<file path="config.mk">
export PLATFORM = sky130hd
export DESIGN_NAME = div_stage_ctrl_flat
export DESIGN_NICKNAME = d
export VERILOG_FILES = /design/src/rtl/div_stage_if.sv /design/src/rtl/div_stage_ctrl.sv /design/src/flat_wrapper.sv
export SDC_FILE = /design/constraint.sdc
export NUM_CORES = 1
export LEC_CHECK = 0
export BUFFER_PORTS_ARGS = -buffer_cell sky130_fd_sc_hd__buf_2
export CORE_MARGIN = 10
export CORE_UTILIZATION = 37
export CTS_CLUSTER_DIAMETER = 60
export DETAILED_ROUTE_END_ITERATION = 8
export GPL_TIMING_DRIVEN = 0
export SETUP_SLACK_MARGIN = 0.02
export SYNTH_ARGS = -nofsm -noshare
export SYNTH_HDL_FRONTEND = slang
export SYNTH_SLANG_ARGS = --single-unit
</file>
<file path="constraint.sdc">
create_clock -name clk -period 6 [get_ports clk]
set_input_delay 0 -clock clk [delete_from_list [all_inputs] [get_ports clk]]
set_output_delay 0 -clock clk [all_outputs]
set_load 0.1 [all_outputs]
</file>
<file path="src/rtl/div_stage_if.sv">
// -----------------------------------------------------------------------------
// div_stage_if
// Bundles the signals of the divider staging controller.
//
// Signal groups:
//   in_*        operand pair handshake (valid/ready) with signed dividend/divisor
//   div_*       FIFO head sent to an external combinational divider, and the
//               quotient/remainder it returns in the same cycle
//   out_*       registered result handshake: quotient, remainder, dbz/ovf flags
//
// Modports:
//   slave       the controller's view
//   master      the surrounding environment's view (producer, divider, consumer)
// -----------------------------------------------------------------------------
interface div_stage_if #(
   parameter int WIDTH = 8
);
   logic                    in_valid;
   logic                    in_ready;
   logic signed [WIDTH-1:0] in_dividend;
   logic signed [WIDTH-1:0] in_divisor;

   logic signed [WIDTH-1:0] div_dividend;
   logic signed [WIDTH-1:0] div_divisor;
   logic signed [WIDTH-1:0] div_quotient;
   logic signed [WIDTH-1:0] div_remainder;

   logic                    out_valid;
   logic                    out_ready;
   logic signed [WIDTH-1:0] out_quotient;
   logic signed [WIDTH-1:0] out_remainder;
   logic                    out_dbz;
   logic                    out_ovf;

   modport slave (
      input  in_valid, in_dividend, in_divisor,
      input  div_quotient, div_remainder,
      input  out_ready,
      output in_ready,
      output div_dividend, div_divisor,
      output out_valid, out_quotient, out_remainder, out_dbz, out_ovf
   );

   modport master (
      output in_valid, in_dividend, in_divisor,
      output div_quotient, div_remainder,
      output out_ready,
      input  in_ready,
      input  div_dividend, div_divisor,
      input  out_valid, out_quotient, out_remainder, out_dbz, out_ovf
   );
endinterface

</file>
<file path="src/rtl/div_stage_ctrl.sv">
// -----------------------------------------------------------------------------
// div_stage_ctrl
// Queues signed operand pairs in a small circular FIFO, presents the head to an
// external combinational divider, and registers its result (with divide-by-zero
// and overflow corner cases resolved locally) into a valid/ready output slot.
//
// Ports:
//   clk        single clock, rising edge
//   rst_n      asynchronous active-low reset
//   bus        div_stage_if.slave (operand input, divider link, result output)
//   dbz_count  16-bit saturating count of loaded divide-by-zero results  (*)
//   ovf_count  16-bit saturating count of loaded overflow results        (*)
//
// (*) present only when the macro DIV_STAGE_STATS_EN is defined.
// -----------------------------------------------------------------------------
module div_stage_ctrl #(
   parameter int WIDTH = 8,
   parameter int DEPTH = 4
) (
   input  logic        clk,
   input  logic        rst_n,
   div_stage_if.slave  bus
`ifdef DIV_STAGE_STATS_EN
   ,
   output logic [15:0] dbz_count,
   output logic [15:0] ovf_count
`endif
);
   localparam int AW = $clog2(DEPTH);
   localparam logic [AW:0]             PTR_ONE   = {{AW{1'b0}}, 1'b1};
   localparam logic signed [WIDTH-1:0] MOST_NEG  = {1'b1, {(WIDTH-1){1'b0}}};
   localparam logic signed [WIDTH-1:0] MINUS_ONE = '1;

   logic [AW:0]             wr_ptr_q, wr_ptr_d;
   logic [AW:0]             rd_ptr_q, rd_ptr_d;
   logic signed [WIDTH-1:0] mem_dvd_q [DEPTH];
   logic signed [WIDTH-1:0] mem_dvs_q [DEPTH];

   logic                    out_valid_q, out_valid_d;
   logic signed [WIDTH-1:0] out_quo_q, out_quo_d;
   logic signed [WIDTH-1:0] out_rem_q, out_rem_d;
   logic                    out_dbz_q, out_dbz_d;
   logic                    out_ovf_q, out_ovf_d;

   logic full, empty, push, load;
   logic is_dbz, is_ovf;

   always_comb begin
      empty = (wr_ptr_q == rd_ptr_q);
      // Same slot index but opposite wrap bit: writer is a full lap ahead.
      full  = (wr_ptr_q[AW] != rd_ptr_q[AW]) &&
              (wr_ptr_q[AW-1:0] == rd_ptr_q[AW-1:0]);
      push  = bus.in_valid && !full;
      load  = !empty && (!out_valid_q || bus.out_ready);
   end

   assign bus.in_ready     = !full;
   assign bus.div_dividend = empty ? '0 : mem_dvd_q[rd_ptr_q[AW-1:0]];
   assign bus.div_divisor  = empty ? '0 : mem_dvs_q[rd_ptr_q[AW-1:0]];

   always_comb begin
      is_dbz = (bus.div_divisor == '0);
      is_ovf = !is_dbz && (bus.div_dividend == MOST_NEG) &&
               (bus.div_divisor == MINUS_ONE);
   end

   always_comb begin
      wr_ptr_d    = push ? wr_ptr_q + PTR_ONE : wr_ptr_q;
      rd_ptr_d    = load ? rd_ptr_q + PTR_ONE : rd_ptr_q;
      out_quo_d   = out_quo_q;
      out_rem_d   = out_rem_q;
      out_dbz_d   = out_dbz_q;
      out_ovf_d   = out_ovf_q;
      // A consumed slot empties unless it is refilled on the same edge.
      out_valid_d = load ? 1'b1 : (bus.out_ready ? 1'b0 : out_valid_q);
      if (load) begin
         out_dbz_d = is_dbz;
         out_ovf_d = is_ovf;
         if (is_dbz) begin
            // Divider output is meaningless here; force the defined result.
            out_quo_d = MINUS_ONE;
            out_rem_d = bus.div_dividend;
         end else if (is_ovf) begin
            out_quo_d = MOST_NEG;
            out_rem_d = '0;
         end else begin
            out_quo_d = bus.div_quotient;
            out_rem_d = bus.div_remainder;
         end
      end
   end

   always_ff @(posedge clk or negedge rst_n) begin
      if (!rst_n) begin
         wr_ptr_q    <= '0;
         rd_ptr_q    <= '0;
         out_valid_q <= 1'b0;
         out_quo_q   <= '0;
         out_rem_q   <= '0;
         out_dbz_q   <= 1'b0;
         out_ovf_q   <= 1'b0;
      end else begin
         wr_ptr_q    <= wr_ptr_d;
         rd_ptr_q    <= rd_ptr_d;
         out_valid_q <= out_valid_d;
         out_quo_q   <= out_quo_d;
         out_rem_q   <= out_rem_d;
         out_dbz_q   <= out_dbz_d;
         out_ovf_q   <= out_ovf_d;
      end
   end

   // Operand storage carries no reset; the pointers alone define validity.
   always_ff @(posedge clk) begin
      if (push) begin
         mem_dvd_q[wr_ptr_q[AW-1:0]] <= bus.in_dividend;
         mem_dvs_q[wr_ptr_q[AW-1:0]] <= bus.in_divisor;
      end
   end

   assign bus.out_valid     = out_valid_q;
   assign bus.out_quotient  = out_quo_q;
   assign bus.out_remainder = out_rem_q;
   assign bus.out_dbz       = out_dbz_q;
   assign bus.out_ovf       = out_ovf_q;

`ifdef DIV_STAGE_STATS_EN
   logic [15:0] dbz_cnt_q, dbz_cnt_d;
   logic [15:0] ovf_cnt_q, ovf_cnt_d;

   function automatic logic [15:0] sat_inc(input logic [15:0] c);
      return (c == 16'hFFFF) ? c : c + 16'd1;
   endfunction

   always_comb begin
      dbz_cnt_d = (load && is_dbz) ? sat_inc(dbz_cnt_q) : dbz_cnt_q;
      ovf_cnt_d = (load && is_ovf) ? sat_inc(ovf_cnt_q) : ovf_cnt_q;
   end

   always_ff @(posedge clk or negedge rst_n) begin
      if (!rst_n) begin
         dbz_cnt_q <= '0;
         ovf_cnt_q <= '0;
      end else begin
         dbz_cnt_q <= dbz_cnt_d;
         ovf_cnt_q <= ovf_cnt_d;
      end
   end

   assign dbz_count = dbz_cnt_q;
   assign ovf_count = ovf_cnt_q;
`endif
endmodule

</file>
<file path="src/flat_wrapper.sv">
// flat-port wrapper written by rule: the top's interface ports become plain ports
module div_stage_ctrl_flat 
#(
   parameter int WIDTH = 8,
   parameter int DEPTH = 4
)
  (clk, rst_n, bus_in_valid, bus_in_dividend, bus_in_divisor, bus_div_quotient, bus_div_remainder, bus_out_ready, bus_in_ready, bus_div_dividend, bus_div_divisor, bus_out_valid, bus_out_quotient, bus_out_remainder, bus_out_dbz, bus_out_ovf);
  div_stage_if #(.WIDTH(WIDTH)) bus_i ();
  input  logic clk;
  input  logic rst_n;
  input wire logic [$bits(bus_i.in_valid)-1:0] bus_in_valid;
  input wire logic [$bits(bus_i.in_dividend)-1:0] bus_in_dividend;
  input wire logic [$bits(bus_i.in_divisor)-1:0] bus_in_divisor;
  input wire logic [$bits(bus_i.div_quotient)-1:0] bus_div_quotient;
  input wire logic [$bits(bus_i.div_remainder)-1:0] bus_div_remainder;
  input wire logic [$bits(bus_i.out_ready)-1:0] bus_out_ready;
  output wire logic [$bits(bus_i.in_ready)-1:0] bus_in_ready;
  output wire logic [$bits(bus_i.div_dividend)-1:0] bus_div_dividend;
  output wire logic [$bits(bus_i.div_divisor)-1:0] bus_div_divisor;
  output wire logic [$bits(bus_i.out_valid)-1:0] bus_out_valid;
  output wire logic [$bits(bus_i.out_quotient)-1:0] bus_out_quotient;
  output wire logic [$bits(bus_i.out_remainder)-1:0] bus_out_remainder;
  output wire logic [$bits(bus_i.out_dbz)-1:0] bus_out_dbz;
  output wire logic [$bits(bus_i.out_ovf)-1:0] bus_out_ovf;
  assign bus_i.in_valid = bus_in_valid;
  assign bus_i.in_dividend = bus_in_dividend;
  assign bus_i.in_divisor = bus_in_divisor;
  assign bus_i.div_quotient = bus_div_quotient;
  assign bus_i.div_remainder = bus_div_remainder;
  assign bus_i.out_ready = bus_out_ready;
  assign bus_in_ready = bus_i.in_ready;
  assign bus_div_dividend = bus_i.div_dividend;
  assign bus_div_divisor = bus_i.div_divisor;
  assign bus_out_valid = bus_i.out_valid;
  assign bus_out_quotient = bus_i.out_quotient;
  assign bus_out_remainder = bus_i.out_remainder;
  assign bus_out_dbz = bus_i.out_dbz;
  assign bus_out_ovf = bus_i.out_ovf;
  div_stage_ctrl #(.WIDTH(WIDTH), .DEPTH(DEPTH)) u_core (.clk(clk), .rst_n(rst_n), .bus(bus_i));
endmodule
</file>
## Word-level counts from Yosys, hierarchy flattened

Memories as Yosys holds them, arrays and structs flattened.
Cells that the tools add are included.

| storage, ports and cells | value |
|---|---|
| register bits | 25 |
| bits in latches | 0 |
| RAM bits | 64 |
| bits in read-only memories | 0 |
| input bits | 36 |
| output and inout port bits | 36 |
| logic and storage cells | 38 |
| memories kept | 2 |

Memories:

| memory | words | bits a word | read ports | clocked after Yosys merged registers in | write ports | line | source |
|---|---|---|---|---|---|---|---|
| u_core.mem_dvd_q | 4 | 8 | 1 | 0 | 1 | div_stage_ctrl.sv:36 | `logic signed [WIDTH-1:0] mem_dvd_q [DEPTH];` |
| u_core.mem_dvs_q | 4 | 8 | 1 | 0 | 1 | div_stage_ctrl.sv:37 | `logic signed [WIDTH-1:0] mem_dvs_q [DEPTH];` |

| operators by class | value |
|---|---|
| add/subtract/negate cells | 2 |
| multiply operators | 0 |
| divide/modulo/power cells | 0 |
| order comparisons | 0 |
| equality and inequality tests | 5 |
| shift operators | 0 |
| multiplexer cells | 10 |
| bitwise gates (word level) | 0 |
| reductions and logical operators | 12 |

Operators with widths:

| operator | count |
|---|---|
| $mux W8 | 6 |
| $eq A8 B1 Y1 const B | 1 |
| $eq A8 B8 Y1 const B | 1 |
| $logic_not A8 Y1 | 1 |
| $add A3 B1 Y3 const B | 2 |
| $logic_and A1 B1 Y1 | 5 |
| $logic_not A1 Y1 | 4 |
| $mux W1 | 4 |
| $eq A3 B3 Y1 | 1 |
| $eq A2 B2 Y1 | 1 |
| $reduce_bool A2 Y1 | 1 |
| $logic_or A1 B1 Y1 | 1 |
| $ne A1 B1 Y1 | 1 |

## Depth between registers and ports, before layout

Gate-level depths: netlist of run 1.

| logic depth | value |
|---|---|
| word-level depth | 8 |
| gate-level depth with buffers | 9 |
| depth with buffers taken out | 5 |

## Least setup slack after synthesis of run 1

Ideal clock, no wire load.

| timing | value |
|---|---|
| kind | register to register |
| start point | reg u_core.rd_ptr_q[0] |
| end point | reg u_core.wr_ptr_q[2] |
| setup time | 154 ps |
| data arrival time | 2,662 ps |
| required time | 5,846 ps |
| slack | 3,184 ps |
| stages on the path, launching flop included | 7 |
| cells stage by stage | dfrtp_1 buf_6 buf_6 xnor2_1 nand3b_1 and3_1 xor2_1 |

| between the ends | value |
|---|---|
| longest elaborated chain between the ends | 4 |

Ends and longest elaborated chain:

| item | line | source |
|---|---|---|
| start, declared | div_stage_ctrl.sv:35 | `logic [AW:0] rd_ptr_q, rd_ptr_d;` |
| start signal, assigned | div_stage_ctrl.sv:104 | `rd_ptr_q <= rd_ptr_d;` |
| $eq A2 B2 Y1 | div_stage_ctrl.sv:52 | `(wr_ptr_q[AW-1:0] == rd_ptr_q[AW-1:0]);` |
| $logic_and A1 B1 Y1 | div_stage_ctrl.sv:51 | `full = (wr_ptr_q[AW] != rd_ptr_q[AW]) &&` |
| $logic_not A1 Y1 | n/a |  |
| net bus_in_ready | flat_wrapper.sv:17 | `output wire logic [$bits(bus_i.in_ready)-1:0] bus_in_ready;` |
| $logic_and A1 B1 Y1 | div_stage_ctrl.sv:53 | `push = bus.in_valid && !full;` |
| end signal, assigned | div_stage_ctrl.sv:103 | `wr_ptr_q <= wr_ptr_d;` |
| end, declared | div_stage_ctrl.sv:34 | `logic [AW:0] wr_ptr_q, wr_ptr_d;` |

The timed path passes the listed nets, and every way through them passes these cells.
A chain may end at the register's enable or synchronous reset.

## Worst setup path after layout of run 1

| timing | value |
|---|---|
| start point | reg u_core.rd_ptr_q[0] |
| end point | out bus_div_dividend[6] |

| between the ends | value |
|---|---|
| longest elaborated chain between the ends | 2 |
| elaborated cells on any way between the ends | 3 |

Ends and longest elaborated chain:

| item | line | source |
|---|---|---|
| $mem_v2 Z4 W8 / $eq A3 B3 Y1 (equally long branches) | n/a |  |
| $mux W8 * | div_stage_ctrl.sv:58 | `assign bus.div_dividend = empty ? '0 : mem_dvd_q[rd_ptr_q[AW-1:0]];` |
| end, declared | flat_wrapper.sv:18 | `output wire logic [$bits(bus_i.div_dividend)-1:0] bus_div_dividend;` |

Mark *: on every way between the ends. The rest lies on a longest branch, timed or not.

==> metrics.log, run 1 <==
INFO  metric drt_total_wl = 8483 µm
INFO  metric grt_setup_unrepaired = false
INFO  metric chip_width = 121.0 µm
INFO  metric grt_util_all_layers = 12.06%
INFO  metric starting_density_of_the_core = 38.23%
INFO  metric post-route-worst-setup-slack = 3.257 ns
INFO  metric synth_enable_flop_cells = 64
INFO  metric synth_top_cells_by_area = edfxtp_1 51%, dfrtp_1 17%, mux4_2 9.6%
INFO  metric drt-vias-per-instance = 4.805
INFO  metric yosys_warnings = 0
INFO  metric slowest_stage = buf_2
INFO  metric postcts_setup_bufs = 0
INFO  metric setup_violations = 0
INFO  metric chipHeight = 121.0 µm
INFO  metric syn_area_per_cell = 16.19 µm²
INFO  metric antenna_violating_nets_post_route = 0
INFO  metric layout.core_utilization = 48.63%
INFO  metric dp_hpwl = 5882 µm
INFO  metric run_status = finished, final reports clean
INFO  metric max_clock_freq = 364.6 MHz
INFO  metric layout-area-overhead-vs-synth = 27.21%
INFO  metric clock_sinks = 89
INFO  metric yosysMostFrequentCell = edfxtp_1
INFO  metric cpLargestDelayFamily = buffers and inverters
INFO  metric met2_usage = 20.17%
INFO  metric drv.max_cap_violation_count = 0
INFO  metric synth-main-ff-cell = edfxtp_1
INFO  metric sequence_of_cells_on_the_critical_path = buf_6 -> buf_6 -> xnor2_1 -> nand3_1 -> clkbuf_1 -> clkbuf_1 -> and2_1 -> buf_2
INFO  metric core_footprint = 9864 µm²
INFO  metric fin_worst_skew = 0.01092 ns
INFO  metric grt_pass1_vias = 2482
INFO  metric final_layout_size_suffix_gt1_share = 31.64%
INFO  metric crit_path_end_kind = output pin
INFO  metric synth_top_area_cell = edfxtp_1
INFO  metric wl_per_cell = 17.42 µm
INFO  metric finalCriticalPeriod = 2.743 ns
INFO  metric crit_path_max_incr_delay = 0.43 ns
INFO  metric layout.nets = 390
INFO  metric clock_tree.buffer_depth = 2
INFO  metric final.period_utilization = 45.71%
INFO  metric syn_nets = 274
INFO  metric syn_std_cell_area = 3771 µm²
INFO  metric transition_at_the_pin_with_the_smallest_max_transition_slack = 0.9530 ns
INFO  metric timing.slew.headroom = 36.47%
INFO  metric netlist.area_leader.share = 50.96%
INFO  metric crit_buf_inv = 5
INFO  metric fp-row-count = 36
INFO  metric path_clk_slew = 0.08 ns
INFO  metric gp_congestion = 0.7083
INFO  metric tritoncts = done
INFO  metric gr-usage-met3 = 3.397%
INFO  metric synth_common_cells = 64 x edfxtp_1, 25 x dfrtp_1, 18 x and2_1, 16 x mux4_2, 16 x nand2_1
INFO  metric synthesis.instances = 233
INFO  metric placed_cell_area = 4293 µm²
INFO  metric ys_seq_area_share = 67.55%
INFO  metric globalRouteOverflowTotal = 0
INFO  metric critPathKind = reg -> out
INFO  metric grt.met1_usage = 14.46%
INFO  metric cts_buffers = 9
INFO  metric detailedRoute.firstIterationViolations = 87
INFO  metric timing.final.max_slew_violations = 0
INFO  metric antenna_cells_inserted = 0
INFO  metric clock_tree.htree_level_count = 3
INFO  metric timing.final.hold_violations = 0
INFO  metric port-buffer-count = 71
INFO  metric clock-root-buffer = clkbuf_8
INFO  metric grt_busiest_layer = met2
INFO  metric worst_ep_arrival_time = 2.74 ns
INFO  metric drt_drc_violations_left = 0
INFO  metric drtPass1Iterations = 4
INFO  metric synth.lib_cells_used.distinct = 33
INFO  metric fp.dieArea = 14630 µm²
INFO  metric grt_start_max_net_pins = 26
INFO  metric detailedPlace.worstSlack = 3.338 ns
INFO  metric final_layout_setup_total_negative_slack = 0 ns
INFO  metric insertion_delay = 0.35 ns
INFO  metric async_reset_ff_share = 28.09%
INFO  metric hold_path.class = in -> reg
INFO  metric worstSetupStartpointType = flop
INFO  metric antenna_found_initial = 0
INFO  metric yosys_register_bits = 89
INFO  metric stdcell_area = 4797 µm²
INFO  metric critical_path_fanouts_max = 10
INFO  metric detailroute.via_count = 2340
INFO  metric first_pass_grt_wire_length = 13720 µm
INFO  metric crit_required = 6.00 ns
INFO  metric boundaryPins = 72
[placed cells by master, fill, tap and decap left out, types with 3 or more instances in the layout]
cell type,netlist,layout
edfxtp_1,64,64
nand2_1,16,16
ha_1,5,5
and2_1,18,18
clkbuf_8,0,9
dfrtp_1,25,25
nor2_1,10,10
clkinv_2,0,3
o2bb2ai_1,8,8
inv_1,13,13
buf_6,3,3
and3_1,4,4
dlygate4sd3_1,0,34
xnor2_1,5,5
a41o_1,8,8
buf_2,4,75
mux4_2,16,16
and4_1,3,3
clkbuf_1,3,5
a211oi_1,7,7
[through the flow]
| step | cells | hold slack (ns) |
|---|---|---|
| floorplan | 233 | -0.2956 |
| global placement | 437 | 0.03288 |
| detailed placement | 437 | 0.03704 |
| CTS | 487 | 0.03816 |
| global route | 487 | 0.06675 |
| finish | 487 | 0.05323 |
[layout make-up]
| cell class | count | area (µm²) |
|---|---|---|
| Timing Repair Buffer | 105 | 695.7 |
| Buffer | 12 | 72.57 |
| Multi-Input combinational cell | 119 | 1102 |
| Inverter | 13 | 48.80 |
| Clock inverter | 5 | 32.53 |
| Tap cell | 133 | 166.4 |
| Fill cell | 859 | 5067 |
| Clock buffer | 11 | 131.4 |
| Sequential cell | 89 | 2547 |
[registers in the layout (all words and copies together) (netlist names)]
register and cells:
u_core.bus.out_remainder 8, u_core.mem_dvd_q 32, u_core.bus.out_ovf 1, u_core.rd_ptr_q 3, u_core.bus.out_quotient 8, u_core.wr_ptr_q 3
u_core.bus.out_dbz 1, u_core.bus.out_valid 1, u_core.mem_dvs_q 32
[tightest hold or removal path: stages]
cell and delay, ns:
buf_2 0.11, and2_1 0.18, xnor2_1 0.07
[logic make-up after synthesis]
family	after synthesis	share of synthesized area, %
compound gates	28	6.304
flops	89	67.55
mux	16	9.556
xor+xnor	7	1.626
buf+inv	25	3.218
fa+ha+maj	5	1.659
simple gates	63	10.09
[per-layer routing]
layer | wire [µm] | vias up | share of wire (%)
met2 | 4246 | 56 | 50
met5 | 0 | - | 0
met3 | 532 | 10 | 6.3
li1 | - | 1124 | -
met1 | 3579 | 1150 | 42
met4 | 125 | 0 | 1.5
[worst paths after layout]
| kind | depth (start not counted) | from | end | slack, ns |
|---|---|---|---|---|
| min in group asynchronous | 2 | rst_n | u_core.bus.out_remainder[1] | 0.17 |
| max | 8 | u_core.rd_ptr_q[0] | bus_div_dividend[6] | 3.26 |
| min | 3 | bus_in_valid | u_core.wr_ptr_q[0] | 0.05 |
| max in group asynchronous | 2 | rst_n | u_core.bus.out_remainder[3] | 5.44 |
| min reg2reg | 1 | u_core.wr_ptr_q[2] | u_core.wr_ptr_q[2] | 0.51 |
| max reg2reg | 8 | u_core.rd_ptr_q[1] | u_core.bus.out_remainder[6] | 3.38 |
[what timing repair did]
action                                  CTS  global route
endpoints found under the setup margin    0             0
gates resized for setup                   0             0
endpoints found under the hold margin   106             0
hold buffers                             34             0
Power of run 1 is left out: the tool's default activity adds up to more than one toggle a clock period on the data nets, which glitch-free logic cannot reach.
==> run 2, diff against run 1 <==
clock period = 2.3 ns   (was 6 ns; I/O delays follow)
==> run 2 against run 1 <==
Effect of this change: clock-buffer cell count fell by 1; via count grew 8.8%; core utilization rose by 5.6 points; flip-flop and latch count is the same; worst setup slack worse by 3.3 ns; routed wire length rose by 11%; first-iteration DRC count grew 33%; register-to-register slack lost 3.4 ns; clock skew increased by 0.00051 ns; the run now ends with setup timing left; die area is the same; design area up 12%.
==> metrics.log, run 2 (synthesized netlist as in run 1, its figures left out) <==
INFO  metric crit_path_end_kind = flop
INFO  metric layout.nets = 412
INFO  metric crit_path_max_incr_delay = 0.54 ns
INFO  metric insertion_delay = 0.36 ns
INFO  metric core_footprint = 9864 µm²
INFO  metric timing.final.hold_violations = 0
INFO  metric antenna_violating_nets_post_route = 0
INFO  metric grt_pass1_vias = 2728
INFO  metric detailroute.via_count = 2547
INFO  metric clock_tree.htree_level_count = 3
INFO  metric critPathKind = reg -> reg
INFO  metric placed_cell_area = 4340 µm²
INFO  metric gp_congestion = 0.7161
INFO  metric grt_util_all_layers = 13.17%
INFO  metric sequence_of_cells_on_the_critical_path = buf_8 -> buf_12 -> buf_12 -> mux4_2 -> nor4_4 -> and2_4 -> nand4_4 -> a41o_1
INFO  metric post-route-worst-setup-slack = -0.06600 ns
INFO  metric timing.hold.ws = 0.04525 ns
INFO  metric grt_setup_unrepaired = true
INFO  metric timing.slew.headroom = 60.45%
INFO  metric drtPass1Iterations = 4
INFO  metric setup_violations = 8
INFO  metric slowest_stage = mux4_2
INFO  metric critical_path_fanouts_max = 6
INFO  metric drv.max_cap_violation_count = 0
INFO  metric final_layout_size_suffix_gt1_share = 42.82%
INFO  metric stdcell_area = 5353 µm²
INFO  metric tritoncts = done
INFO  metric transition_at_the_pin_with_the_smallest_max_transition_slack = 0.5933 ns
INFO  metric globalRouteOverflowTotal = 0
INFO  metric crit_required = 2.55 ns
INFO  metric drt_total_wl = 9449 µm
INFO  metric run_status = finished, violations left
INFO  metric worstSetupStartpointType = flop
INFO  metric dp_hpwl = 5912 µm
INFO  metric chip_width = 121.0 µm
INFO  metric path_clk_slew = 0.09 ns
INFO  metric antenna_cells_inserted = 0
INFO  metric hold_path.class = in -> reg
INFO  metric fin_worst_skew = 0.01143 ns
INFO  metric starting_density_of_the_core = 38.23%
INFO  metric first_pass_grt_wire_length = 14960 µm
INFO  metric grt_start_max_net_pins = 26
INFO  metric timing.final.max_slew_violations = 0
INFO  metric port-buffer-count = 71
INFO  metric max_clock_freq = 422.7 MHz
INFO  metric drt-vias-per-instance = 5.004
INFO  metric highest_count_cells_in_the_layout_ignoring_fill_and_taps = 64 x edfxtp_1, 60 x buf_2, 34 x dlygate4sd3_1
INFO  metric cpLargestDelayFamily = simple AND/OR/NAND/NOR gates
INFO  metric boundaryPins = 72
INFO  metric clock_sinks = 89
INFO  metric final.period_utilization = 102.9%
INFO  metric clock_tree.buffer_depth = 2
INFO  metric fillers = 785
INFO  metric detailedRoute.firstIterationViolations = 116
INFO  metric wl_per_cell = 18.56 µm
INFO  metric failed_checks = setup timing
INFO  metric fp-row-count = 36
INFO  metric layout_commonest_cell = edfxtp_1
INFO  metric finalCriticalPeriod = 2.366 ns
INFO  metric clock-root-buffer = clkbuf_8
INFO  metric cts_buffers = 9
INFO  metric antenna_found_initial = 0
INFO  metric layout-area-overhead-vs-synth = 41.94%
INFO  metric fp.dieArea = 14630 µm²
INFO  metric worst_ep_arrival_time = 2.62 ns
INFO  metric crit_buf_inv = 3
INFO  metric chipHeight = 121.0 µm
INFO  metric crit_top_cell = buf_12
INFO  metric drt_drc_violations_left = 0
[run 2: path summary, 6_finish.rpt]
path / depth (start not counted) / end / startpoint / slack [ns]
min in group asynchronous: 2 / u_core.bus.out_quotient[3] / rst_n / 0.16
min: 3 / u_core.wr_ptr_q[0] / bus_in_valid / 0.05
min reg2reg: 1 / u_core.bus.out_ovf / u_core.bus.out_ovf / 0.51
max reg2reg: 8 / u_core.bus.out_remainder[2] / u_core.rd_ptr_q[0] / -0.07
max in group asynchronous: 2 / u_core.rd_ptr_q[1] / rst_n / 1.73
max: 8 / u_core.bus.out_remainder[2] / u_core.rd_ptr_q[0] / -0.07
[run 2: layout make-up]
class | instances | area (µm²) | share of cell area [%]
clock inverters | 6 | 76.32 | 1.426
flip-flops and latches | 89 | 2547 | 47.59
repair buffers | 127 | 1033 | 19.31
inverters | 13 | 48.80 | 0.9116
well taps | 133 | 166.4 | 3.109
clock buffers | 10 | 127.6 | 2.384
plain buffers | 11 | 95.09 | 1.777
multi-input cells | 120 | 1257 | 23.49
[run 2: per-stage QoR]
stage / util, % / setup TNS, ns / worst slack (ns) / cells
after detailed placement: 44.00 / -4.918 / -0.2981 / 437
after CTS: 53.46 / -0.5162 / -0.06940 / 504
after floorplan: - / -16.02 / -0.2479 / 233
after global placement: 44.00 / -4.665 / -0.3055 / 437
final: 54.26 / -0.4159 / -0.06600 / 509
after global routing: 54.26 / -1.869 / -0.1497 / 509
[run 2: worst reg2reg max path, stage by stage (launching register included)]
cell and delay, ns:
dfrtp_1 0.40, buf_8 0.15, buf_12 0.12, buf_12 0.10
mux4_2 0.54, nor4_4 0.35, and2_4 0.25, nand4_4 0.13
a41o_1 0.23
[run 2: timing repair]
| item | in CTS | in global routing |
|---|---|---|
| gates resized for setup | 53 | 17 |
| endpoints found under the hold margin | 106 | 0 |
| buffers inserted | 15 | 6 |
| hold buffers | 34 | 0 |
| pin swaps | 22 | 11 |
| endpoints found under the setup margin | 34 | 37 |
| gates cloned | 2 | 0 |
[run 2: routing by layer]
layer | track usage [%] | part of all wire [%] | vias up
li1 | - | - | 1169
met1 | 16.11 | 43 | 1270
met2 | 21.46 | 48 | 87
met3 | 3.443 | 5.9 | 21
met4 | 5.732 | 2.4 | 0
met5 | 0 | 0 | -
Power of run 2 is left out for the same reason.
